--- config.mk ---
export PLATFORM = sky130hd
export DESIGN_NAME = muldiv_seq
export DESIGN_NICKNAME = d
export VERILOG_FILES = /design/src/rtl/muldiv_seq.sv
export SDC_FILE = /design/constraint.sdc
export NUM_CORES = 1
export LEC_CHECK = 0
export CORE_UTILIZATION = 31
export CTS_CLUSTER_SIZE = 20
export DETAILED_ROUTE_END_ITERATION = 10
export DONT_BUFFER_PORTS = 1
export PLACE_DENSITY = 0.42
export SKIP_CTS_REPAIR_TIMING = 1
export SYNTH_ARGS = -nofsm -noshare
export SYNTH_HDL_FRONTEND = slang
export SYNTH_SLANG_ARGS = --single-unit
--- constraint.sdc ---
create_clock -name clk -period 4.74 [get_ports clk]
set_clock_uncertainty 0.15 [all_clocks]
set_input_delay 0.474 -clock clk [delete_from_list [all_inputs] [get_ports clk]]
set_output_delay 0.474 -clock clk [all_outputs]
set_load 0.02 [all_outputs]
--- src/rtl/muldiv_seq.sv ---
// muldiv_seq: multi-cycle multiply/divide sequencer for ALU opcodes
// 4'ha MULT, 4'hb DIV, 4'hc MULTU, 4'hd DIVU.
// Radix-2: shift-add multiply, restoring divide, one bit per clock.
// Optional feature: define MULDIV_CANCEL_EN to add the cancel input.
module muldiv_seq #(
  parameter int WIDTH = 32
) (
  input  logic             clk,
  input  logic             rst,
  input  logic             start,
  input  logic [3:0]       opcode,
  input  logic [WIDTH-1:0] data0,
  input  logic [WIDTH-1:0] data1,
`ifdef MULDIV_CANCEL_EN
  input  logic             cancel,
`endif
  output logic             busy,
  output logic             done,
  output logic [WIDTH-1:0] hi,
  output logic [WIDTH-1:0] lo,
  output logic             div_by_zero
);

  localparam int CW = $clog2(WIDTH);

  typedef enum logic [2:0] {S_IDLE, S_PREP, S_CALC, S_FIXUP, S_DONE} state_t;

  state_t             state_q, state_d;
  logic [3:0]         op_q, op_d;
  logic [WIDTH-1:0]   a_q, a_d;       // raw dividend/multiplicand, later unused
  logic [WIDTH-1:0]   b_q, b_d;       // divisor / multiplicand magnitude in CALC
  logic [WIDTH:0]     acc_q, acc_d;   // partial product high half / remainder
  logic [WIDTH-1:0]   quo_q, quo_d;   // multiplier bits / quotient bits
  logic [CW-1:0]      cnt_q, cnt_d;
  logic               neg_a_q, neg_a_d, neg_b_q, neg_b_d;
  logic               busy_q, busy_d, done_q, done_d, dbz_q, dbz_d;
  logic [WIDTH-1:0]   hi_q, hi_d, lo_q, lo_d;

  // opcode decode: bit0 selects divide, bit1 selects signed (a,b)
  logic               is_div, is_signed, op_ok;
  logic [WIDTH-1:0]   mag_a, mag_b;
  logic [WIDTH:0]     add_sum, shifted;
  logic               can_sub;
  logic [2*WIDTH-1:0] prod_raw, prod_fix;
  logic [WIDTH-1:0]   quo_fix, rem_fix;

  assign is_div    = op_q[0];
  assign is_signed = op_q[1];
  assign op_ok     = start && (opcode >= 4'ha) && (opcode <= 4'hd);

  assign mag_a = (is_signed && a_q[WIDTH-1]) ? -a_q : a_q;
  assign mag_b = (is_signed && b_q[WIDTH-1]) ? -b_q : b_q;

  // multiply step: conditionally add multiplicand to the upper half
  assign add_sum = {1'b0, acc_q[WIDTH-1:0]} + (quo_q[0] ? {1'b0, b_q} : '0);
  // divide step: bring next dividend bit into the partial remainder
  assign shifted = {acc_q[WIDTH-1:0], quo_q[WIDTH-1]};
  assign can_sub = (shifted >= {1'b0, b_q});

  // sign correction; remainder follows the dividend (truncate toward zero)
  assign prod_raw = {acc_q[WIDTH-1:0], quo_q};
  assign prod_fix = (neg_a_q ^ neg_b_q) ? -prod_raw : prod_raw;
  assign quo_fix  = (neg_a_q ^ neg_b_q) ? -quo_q : quo_q;
  assign rem_fix  = neg_a_q ? -acc_q[WIDTH-1:0] : acc_q[WIDTH-1:0];

  // next-state and datapath update for the sequencer
  always_comb begin
    state_d = state_q;
    op_d    = op_q;
    a_d     = a_q;
    b_d     = b_q;
    acc_d   = acc_q;
    quo_d   = quo_q;
    cnt_d   = cnt_q;
    neg_a_d = neg_a_q;
    neg_b_d = neg_b_q;
    busy_d  = busy_q;
    done_d  = 1'b0;
    dbz_d   = dbz_q;
    hi_d    = hi_q;
    lo_d    = lo_q;
    case (state_q)
      S_IDLE, S_DONE: begin
        state_d = S_IDLE;
        if (op_ok) begin
          state_d = S_PREP;
          busy_d  = 1'b1;
          op_d    = opcode;
          a_d     = data0;
          b_d     = data1;
          dbz_d   = 1'b0;
        end
      end
      S_PREP: begin
        neg_a_d = is_signed && a_q[WIDTH-1];
        neg_b_d = is_signed && b_q[WIDTH-1];
        acc_d   = '0;
        cnt_d   = '0;
        if (is_div && (b_q == '0)) begin
          state_d = S_DONE;
          busy_d  = 1'b0;
          done_d  = 1'b1;
          dbz_d   = 1'b1;
          hi_d    = a_q;
          lo_d    = '1;
        end else begin
          state_d = S_CALC;
          quo_d   = is_div ? mag_a : mag_b;
          b_d     = is_div ? mag_b : mag_a;
        end
      end
      S_CALC: begin
        if (is_div) begin
          acc_d = can_sub ? (shifted - {1'b0, b_q}) : shifted;
          quo_d = {quo_q[WIDTH-2:0], can_sub};
        end else begin
          acc_d = {1'b0, add_sum[WIDTH:1]};
          quo_d = {add_sum[0], quo_q[WIDTH-1:1]};
        end
        cnt_d = cnt_q + 1'b1;
        if (cnt_q == CW'(WIDTH - 1)) begin
          state_d = S_FIXUP;
          cnt_d   = '0;
        end
      end
      S_FIXUP: begin
        state_d = S_DONE;
        busy_d  = 1'b0;
        done_d  = 1'b1;
        if (is_div) begin
          hi_d = rem_fix;
          lo_d = quo_fix;
        end else begin
          hi_d = prod_fix[2*WIDTH-1:WIDTH];
          lo_d = prod_fix[WIDTH-1:0];
        end
      end
      default: begin
        state_d = S_IDLE;
        busy_d  = 1'b0;
      end
    endcase
`ifdef MULDIV_CANCEL_EN
    // abort an in-flight op; the previous result stays visible
    if (cancel && (state_q == S_PREP || state_q == S_CALC || state_q == S_FIXUP)) begin
      state_d = S_IDLE;
      busy_d  = 1'b0;
      done_d  = 1'b0;
      dbz_d   = dbz_q;
      hi_d    = hi_q;
      lo_d    = lo_q;
      cnt_d   = '0;
    end
`endif
  end

  // state and registered outputs
  always_ff @(posedge clk) begin
    if (rst) begin
      state_q <= S_IDLE;
      op_q    <= '0;
      a_q     <= '0;
      b_q     <= '0;
      acc_q   <= '0;
      quo_q   <= '0;
      cnt_q   <= '0;
      neg_a_q <= 1'b0;
      neg_b_q <= 1'b0;
      busy_q  <= 1'b0;
      done_q  <= 1'b0;
      dbz_q   <= 1'b0;
      hi_q    <= '0;
      lo_q    <= '0;
    end else begin
      state_q <= state_d;
      op_q    <= op_d;
      a_q     <= a_d;
      b_q     <= b_d;
      acc_q   <= acc_d;
      quo_q   <= quo_d;
      cnt_q   <= cnt_d;
      neg_a_q <= neg_a_d;
      neg_b_q <= neg_b_d;
      busy_q  <= busy_d;
      done_q  <= done_d;
      dbz_q   <= dbz_d;
      hi_q    <= hi_d;
      lo_q    <= lo_d;
    end
  end

  assign busy        = busy_q;
  assign done        = done_q;
  assign hi          = hi_q;
  assign lo          = lo_q;
  assign div_by_zero = dbz_q;

endmodule
==> out/metrics.yaml <==
yosys_warnings: 0
cp-end-kind: "register"
cts_root_buf: "clkbuf_16"
clk_pin_slew_worst_paths_ns: 0.06
fin_ws_ns: 0.450
ys_seq_area_frac: 0.257
maxCapViolCount: 0
place_congestion: 0.941
fp-row-count: 83
synth_area_leaders: "dfxtp_1 26%, a21oi_1 6.9%, nand2_1 6.0%, xnor2_1 6.0%, ha_1 5.4%"
fin_crit_ns: 4.29
first_iter_violations: 1493
dr.pass1.iters: 5
final-hold-violation-count: 5
async_reset_ff_frac: 0
vdd_drop_max_v: 0.000170
drive_gt1_frac: 0.0711
rsz0062_at_grt: "false"
setup_viol: 0
post-place-ws_ns: 0.542
yosys.area.top_type_share: 0.257
ys.flop_type: "dfxtp_1"
worstSetupPathType: "reg -> reg"
worst_pin_slew_ns: 1.10
slew_headroom: 0.262
cts_tree: "done"
postSynthRegisterBits: 207
syn_area_sq_um: 16100
grt_pass1_wl_mm: 105
synthCells: 2199
cts_htree_levels: 1
setup_tns_ns: 0
die_w_um: 230
die_area_sq_um: 53000
fin_hold_ws_ns: -0.0214
finalMaxSlewViolations: 0
die_y_um: 230
avgViaCountPerCell: 5.88
synth_top_area_cell: "dfxtp_1"
syn_to_final_growth_pct: 13.8
numClockSinks: 207
cp_data_required_time_ns: 5.07
start_util: 0.314
coreArea_sq_um: 51400
reg2reg_slack_ns: 0.45
path_max_fanout: 10
cts-buffers-inserted: 28
grt_max_degree: 171
powerDensity_nw_per_um2: 303
nets: 2315
critPathLaunchType: "register"
postSynthAreaPerCell_sq_um: 7.34
final_util: 0.358
leakage_uw: 0.00683
ios: 138
vias: 16916
synth-edff-count: 0
violations: "negative hold slack"
grt_pass1_vias: 15666
wirelength_mm: 71.7
synthDistinctLibCells: 85
drcViolationCount: 0
hold_depth: 2
hp-class: "in -> reg"
clockBufferDepth: 3
port_buffers: 0
grt_usage: 0.261
clk_latency_ns: 0.59
synthesis.nets: 2342
period_share: 0.905
antenna_left: 0
wire_per_inst_um: 24.9
dp_hpwl_mm: 54.8
max_freq_ghz: 0.233
reg2reg_depth: 12
outcome: "finished with violations"
grt_antenna_before_repair: 1
arrival_ns: 4.62
overflow: 0
-- layer usage --
metal,share of wire,up-vias,wire (um),GRT usage
li1,-,8044,-,-
met5,0.00017,-,12,0
met3,0.062,95,4450,0.0356
met2,0.45,564,32100,0.418
met1,0.45,8211,32500,0.360
met4,0.037,2,2650,0.0820
-- stage by stage --
stage	std cells	total power (uW)	instance area [sq um]
floorplan	2199	2690	16100
global placement	2780	3060	16900
detailed placement	2780	3060	16900
CTS	2832	5530	17900
global route	2874	5770	18400
finish	2876	5570	18400
-- final cells by class --
class	count	area, sq um
Inverter	60	225
Tap cell	680	851
Sequential cell	207	4150
Fill cell	5525	33000
Timing Repair Buffer	105	911
Clock buffer	35	767
Multi-Input combinational cell	1770	11200
Clock inverter	17	290
Antenna cell	2	5.00
-- worst paths after layout --
kind,endpoint,startpoint
min reg2reg,b_q[30],b_q[30]
min,b_q[20],data1[20]
max reg2reg,acc_q[29],b_q[4]
max,acc_q[29],b_q[4]
-- critical path, cell delays in order (launching register included) --
cell and delay, ns:
dfxtp_1 0.37, inv_1 0.15, ha_1 0.41, nand3_1 0.18, o21bai_1 0.31, a211oi_1 0.46, buf_4 0.22, o21ai_0 0.08
buf_4 0.19, a21oi_1 0.45, nor2_1 0.36, or4_1 0.59, a311oi_1 0.27
-- power breakdown --
part / leakage (uW) / switching [uW] / internal, uW
Sequential: 0.00168 / 101 / 1800
Combinational: 0.00464 / 796 / 410
Clock: 0.000508 / 931 / 1530
Total: 0.00683 / 1830 / 3740
-- synth_stat cells, drive strengths merged, types with 20 or more instances --
library cell / count
a31oi: 44
o221ai: 30
a211oi: 81
a21oi: 222
a22oi: 20
nor2: 230
o31ai: 22
o21ai: 107
xor2: 50
ha: 70
clkbuf: 132
dfxtp: 207
inv: 59
nor3: 45
xnor2: 110
a21o: 29
buf: 30
o211ai: 32
nand2: 258
o22ai: 30
nor4: 35
mux2i: 51
nand3: 43
-- flip-flops by register name (all words and copies together), names as in the netlist --
| signal | flops |
|---|---|
| a_q | 32 |
| acc_q | 32 |
| b_q | 32 |
| busy | 1 |
| cnt_q | 5 |
| div_by_zero | 1 |
| done | 1 |
| hi | 32 |
| lo | 32 |
| neg_a_q | 1 |
| neg_b_q | 1 |
| op_q | 2 |
| quo_q | 32 |
| state_q | 3 |
-- cells in the final DEF, fill, tap and decap left out, types with 32 or more instances in the layout --
cell	n
o21ai_0	105
dfxtp_1	206
nor3_1	44
ha_1	70
nor4_1	34
nand2_1	258
o211ai_1	32
xnor2_1	109
inv_1	58
a31oi_1	44
mux2i_1	51
buf_4	63
nand3_1	43
nor2_1	226
dlygate4sd3_1	41
a211oi_1	81
a21oi_1	222
xor2_1	50
-- kinds of logic after synthesis --
kind of cell | after synthesis | share of synthesized area
compound gates | 728 | 0.295
fa+ha+maj | 72 | 0.0567
simple gates | 752 | 0.215
mux | 58 | 0.0372
buf+inv | 222 | 0.0528
xor+xnor | 160 | 0.0868
flops | 207 | 0.257
No activity file was read; power rests on OpenSTA's default activity.
